$ cat config.mk
export PLATFORM = sky130hd
export DESIGN_NAME = multicycle_fetch_control
export DESIGN_NICKNAME = d
export VERILOG_FILES = /design/src/rtl/multicycle_fetch_control.sv
export SDC_FILE = /design/constraint.sdc
export NUM_CORES = 1
export LEC_CHECK = 0
export CAP_MARGIN = 15
export CORE_ASPECT_RATIO = 1.25
export CORE_MARGIN = 2
export CORE_UTILIZATION = 48
export CTS_CLUSTER_SIZE = 12
export DETAILED_ROUTE_END_ITERATION = 16
export GPL_ROUTABILITY_DRIVEN = 0
export PLACE_DENSITY = 0.85
export RECOVER_POWER = 100
export SLEW_MARGIN = 15
export SYNTH_ARGS = -nofsm -noshare
export SYNTH_HDL_FRONTEND = slang
export SYNTH_SLANG_ARGS = --single-unit
$ cat constraint.sdc
create_clock -name in_clock -period 6.9 [get_ports in_clock]
set_input_delay 1.38 -clock in_clock [delete_from_list [all_inputs] [get_ports in_clock]]
set_output_delay 1.38 -clock in_clock [all_outputs]
set_load 0.05 [all_outputs]
$ cat src/rtl/multicycle_fetch_control.sv
// rtl/multicycle_fetch_control.sv - multicycle control FSM, program counter and retire counter
// Walks FETCH/DECODE/EXEC/MEM/WB per opcode; strobes are registered Moore decodes of the next state.
module multicycle_fetch_control #(
    parameter int                  PC_WIDTH    = 5,
    parameter logic [PC_WIDTH-1:0] RESET_PC    = '0,
    parameter int                  COUNT_WIDTH = 16
) (
    input  logic                   in_clock,
    input  logic                   in_reset_n,
    input  logic                   in_enable,
    input  logic [31:0]            in_instruction,
    input  logic                   in_alu_zero,
    output logic [PC_WIDTH-1:0]    out_pc,
    output logic                   out_ir_write,
    output logic                   out_reg_write,
    output logic                   out_reg_dst,
    output logic                   out_alu_src,
    output logic [1:0]             out_alu_op,
    output logic                   out_mem_read,
    output logic                   out_mem_write,
    output logic                   out_mem_to_reg,
    output logic [3:0]             out_state,
    output logic                   out_halt,
    output logic [COUNT_WIDTH-1:0] out_retired
);

    typedef enum logic [3:0] {
        S_FETCH  = 4'd0,
        S_DECODE = 4'd1,
        S_EXEC_R = 4'd2,
        S_WB_R   = 4'd3,
        S_ADDR   = 4'd4,
        S_MEM_RD = 4'd5,
        S_WB_MEM = 4'd6,
        S_MEM_WR = 4'd7,
        S_BRANCH = 4'd8,
        S_JUMP   = 4'd9,
        S_HALT   = 4'd15
    } state_t;

    localparam logic [5:0] OP_R   = 6'b000000;
    localparam logic [5:0] OP_LW  = 6'b100011;
    localparam logic [5:0] OP_SW  = 6'b101011;
    localparam logic [5:0] OP_BEQ = 6'b000100;
    localparam logic [5:0] OP_J   = 6'b000010;

    // Control word: {ir_write, reg_write, reg_dst, alu_src, alu_op[1:0], mem_read, mem_write, mem_to_reg, halt}
    localparam int CTL_W = 10;

    state_t                   r_state;
    logic [PC_WIDTH-1:0]      r_pc;
    logic [COUNT_WIDTH-1:0]   r_retired;
    logic                     r_is_load;
    logic [CTL_W-1:0]         r_ctl;

    state_t                   w_next_state;
    logic [5:0]               w_opcode;
    logic [PC_WIDTH-1:0]      w_imm;
    logic                     w_retire;
    logic                     w_unused;

    assign w_opcode = in_instruction[31:26];
    assign w_imm    = in_instruction[PC_WIDTH-1:0];
    assign w_unused = ^in_instruction[25:PC_WIDTH];

    function automatic logic [CTL_W-1:0] ctl_for(input state_t s);
        logic [CTL_W-1:0] c;
        c = '0;
        case (s)
            S_FETCH:  c = 10'b1_0_0_0_00_0_0_0_0;
            S_EXEC_R: c = 10'b0_0_0_0_10_0_0_0_0;
            S_WB_R:   c = 10'b0_1_1_0_00_0_0_0_0;
            S_ADDR:   c = 10'b0_0_0_1_00_0_0_0_0;
            S_MEM_RD: c = 10'b0_0_0_1_00_1_0_0_0;
            S_WB_MEM: c = 10'b0_1_0_0_00_0_0_1_0;
            S_MEM_WR: c = 10'b0_0_0_1_00_0_1_0_0;
            S_BRANCH: c = 10'b0_0_0_0_01_0_0_0_0;
            S_HALT:   c = 10'b0_0_0_0_00_0_0_0_1;
            default:  c = '0;
        endcase
        return c;
    endfunction

    always_comb begin
        w_next_state = r_state;
        if (in_enable || r_state == S_HALT) begin
            case (r_state)
                S_FETCH:  w_next_state = S_DECODE;
                S_DECODE: begin
                    case (w_opcode)
                        OP_R:         w_next_state = S_EXEC_R;
                        OP_LW, OP_SW: w_next_state = S_ADDR;
                        OP_BEQ:       w_next_state = S_BRANCH;
                        OP_J:         w_next_state = S_JUMP;
                        default:      w_next_state = S_HALT;
                    endcase
                end
                S_EXEC_R: w_next_state = S_WB_R;
                S_ADDR:   w_next_state = r_is_load ? S_MEM_RD : S_MEM_WR;
                S_MEM_RD: w_next_state = S_WB_MEM;
                S_WB_R, S_WB_MEM, S_MEM_WR, S_BRANCH, S_JUMP:
                          w_next_state = S_FETCH;
                S_HALT:   w_next_state = S_HALT;
                default:  w_next_state = S_HALT;
            endcase
        end
    end

    assign w_retire = in_enable &&
                      (r_state == S_WB_R   || r_state == S_WB_MEM || r_state == S_MEM_WR ||
                       r_state == S_BRANCH || r_state == S_JUMP);

    always_ff @(posedge in_clock or negedge in_reset_n) begin
        if (!in_reset_n) begin
            r_state   <= S_FETCH;
            r_pc      <= RESET_PC;
            r_retired <= '0;
            r_is_load <= 1'b0;
            r_ctl     <= ctl_for(S_FETCH);
        end else begin
            r_state <= w_next_state;
            r_ctl   <= ctl_for(w_next_state);
            if (w_retire)
                r_retired <= r_retired + COUNT_WIDTH'(1);
            if (in_enable) begin
                case (r_state)
                    S_FETCH:  r_pc <= r_pc + PC_WIDTH'(1);
                    S_DECODE: r_is_load <= (w_opcode == OP_LW);
                    // pc already points past the branch, so the offset is relative to pc+1
                    S_BRANCH: if (in_alu_zero) r_pc <= r_pc + w_imm;
                    S_JUMP:   r_pc <= w_imm;
                    default:  ;
                endcase
            end
        end
    end

    assign out_pc         = r_pc;
    assign out_state      = r_state;
    assign out_retired    = r_retired;
    assign out_ir_write   = r_ctl[9];
    assign out_reg_write  = r_ctl[8];
    assign out_reg_dst    = r_ctl[7];
    assign out_alu_src    = r_ctl[6];
    assign out_alu_op     = r_ctl[5:4];
    assign out_mem_read   = r_ctl[3];
    assign out_mem_write  = r_ctl[2];
    assign out_mem_to_reg = r_ctl[1];
    assign out_halt       = r_ctl[0];

endmodule
==> impl_metrics.toml <==
[status]
status = "finished, violations left"
violations = "capacitance limit, slew limit"

[detailed_routing]
drt_wl_total_um = 4187
dr.pass1.iters = 4
ant_nets = 0
vias_per_cell = 5.422
num_vias = 1605
post-route-drc-count = 0
wl_per_cell_um = 14.15
dr.first_iter.drc_count = 112

[sta]
setup_tns_ns = 0
tightest_slew_ns = 1.971
fin_skew_ns = 0.005731
rsz0062_at_grt = "no"
max_clock_freq_mhz = 282.8
max_slew_margin_pct = -31.40
slew_viol_final = 37
fin_crit_ns = 3.536
setup-violations-final = 0
finalHoldViolCount = 0
finalCritPeriodShare_pct = 51.24

[global_routing]
grt_max_degree = 37
gr-usage-met3_pct = 5.093
grt_pass1_vias = 1509
grt_pass1_wl_um = 7127
gr-usage-met2_pct = 32.11
gr-usage-met1_pct = 24.89
grt_use_total_pct = 19.90
gr-total-overflow = 0
grt_busiest_layer = "met2"
antenna_found_initial = 0

[pwr]
irDropWorstVdd_uv = 284.0
p_leak_uw = 0.001168
p_per_area_nw_per_um2 = 441.1
totalPowerFinal_uw = 1129

[final_layout]
layout.cells.non_filler = 296
utilization_pct = 62.92
drive_above_1_share_pct = 9.167
final-seq-area_um2 = 902.1
nFillCells = 352
antenna_cells = 0
fin_nets = 281
fin_area_um2 = 2559
multiInputGateArea_um2 = 937.1
syn_to_final_growth_pct = 27.26

[setup_path]
critical_path_buf_inv_count = 1
worstPathCellList = "dlygate4sd3_1 > or3b_1 > a211oi_1 > nand4_1 > o211ai_1"
arrival_ns = 3.75
regToRegEndpoint = "out_pc[4]"
reg2reg_depth = 11
end_kind = "flip-flop"
crit_cells = 5
cp_top_family = "compound AO/OA/AOI/OAI gates"
crit_type = "in -> reg"
r2r_slack_ns = 4.20
worstSetupStartpointType = "input pin"
r2r-start = "out_state[3]"
slowest_stage = "a211oi_1"
worstPathRequired_ns = 7.11
slowest_delay_ns = 0.91
critPathMaxFanout = 9

[min_path]
whs_endpoint = "out_retired[15]"
hold_start = "out_retired[15]"
hold_class = "reg -> reg"
whs_path_depth = 1

[synth]
synth_cell_types = 56
synth_edf_count = 0
syn_area_per_cell_um2 = 10.75
yosys_warnings = 0
syn-num-nets = 229
netlist.area_leader.share_pct = 43.56
ys_ff_latch = 36
ys_top_cells_by_area = "dfrtp_1, xnor2_1, nor3_2, xor2_1, ha_1"
async_flop_share_pct = 100.0
ys_seq_area_share_pct = 44.87
syn_inst = 187
yosysTopAreaCell = "dfrtp_1"
syn_area_um2 = 2011
synth_flop_cell = "dfrtp_1"

[clocking]
root_buffer = "clkbuf_8"
cts_buffer_depth = 2
numCtsBuffers = 5
clock_latency_ns = 0.29
cts.repair.resized = 0
cts_tree = "done"
holdBufCountCts = 0
clk_pin_slew_ns = 0.08
cts_max_level = 2
cts.sinks = 36
postCtsSetupBuffers = 0

[place]
dp_hpwl_um = 3063
placed_cell_area_um2 = 2550
placedCellCount = 288
numPortBuffers = 49

[die]
io_pins = 71
std_cell_rows = 26
chipWidth_um = 61.89
core-area_um2 = 4066
die_h_um = 76.36
initial_core_util_pct = 49.45
dieArea_um2 = 4726

[flow_run]
max-cap-violations = 1
metal layers:
layer	routed length [um]	part of all wire (%)	vias up
met5	0	0	-
met1	1661	40	782
li1	-	-	759
met3	197	4.7	10
met4	79	1.9	0
met2	2249	54	54
through the flow:
stage | worst slack, ns | hold slack, ns
after floorplan | 4.088 | 0.4439
after global placement | 3.506 | 0.4603
after detailed placement | 3.489 | 0.4668
after CTS | 3.677 | 0.4819
after global routing | 3.158 | 0.4966
final | 3.364 | 0.4710
state kept, by name, indices dropped and copies added (netlist names):
name,count
out_pc,5
r_is_load,1
out_state,4
r_ctl,10
out_retired,16
where the power goes:
part	total [uW]	switching (uW)	internal [uW]	leakage [uW]
registers	341	66.4	274	0.000461
logic	602	400	202	0.000653
clock network	186	78.8	107	0.0000541
total	1130	546	583	0.00117
worst max-delay path by stage:
stage                            from              to  slack (ns)
floorplan           in_instruction[0]       out_pc[4]        4.09
global placement    in_instruction[0]       out_pc[4]        3.51
detailed placement  in_instruction[0]       out_pc[4]        3.49
CTS                      out_state[3]    out_state[3]        3.68
global route               in_reset_n  out_retired[3]        3.16
finish                      in_enable       out_pc[4]        3.36
final cells by class:
class | count | area share [%]
well taps | 56 | 2.738
multi-input cells | 135 | 36.63
clock buffers | 5 | 2.689
clock inverters | 3 | 1.663
inverters | 11 | 1.711
flip-flops and latches | 36 | 35.26
repair buffers | 50 | 19.32
cell usage in the layout, fill, tap and decap left out, types with 8 or more instances in the layout:
| cell type | n |
|---|---|
| dfrtp_1 | 35 |
| a21oi_1 | 10 |
| nand2_1 | 15 |
| inv_1 | 8 |
| nor2_1 | 13 |
| nor3_1 | 8 |
| clkdlybuf4s50_1 | 11 |
| xor2_1 | 8 |
| nand3_1 | 8 |
| xnor2_1 | 11 |
| dlygate4sd3_1 | 38 |
worst register-to-register path, cell delays in order (launching register included):
cell and delay, ns:
dfrtp_1 0.57, nor3b_2 0.43, and2_1 0.25, nand2b_1 0.08, ha_1 0.19, inv_1 0.07, fa_1 0.20, nor2b_1 0.05
o21ai_0 0.31, a211oi_1 0.16, o21ai_1 0.16, o211ai_1 0.10
cell usage after synthesis, drive strengths merged, types with 4 or more instances:
cell type / number
and2: 5
xnor2: 11
inv: 11
nand3: 8
xor2: 8
nor2: 13
a211oi: 4
o21ai: 5
dfrtp: 35
nand2: 15
a21oi: 11
buf: 4
nor3: 11
ha: 5
cell families after synthesis:
| group | after synthesis | synth area share, % |
|---|---|---|
| and+or+nand+nor | 72 | 22.90 |
| muxes | 4 | 2.054 |
| buffers and inverters | 16 | 3.609 |
| AOI/OAI and AO/OA | 34 | 14.19 |
| adders and majority gates | 6 | 4.107 |
| DFF | 36 | 44.87 |
| xor gates and xnor gates | 19 | 8.276 |
Power figures use the tool's default switching activity.
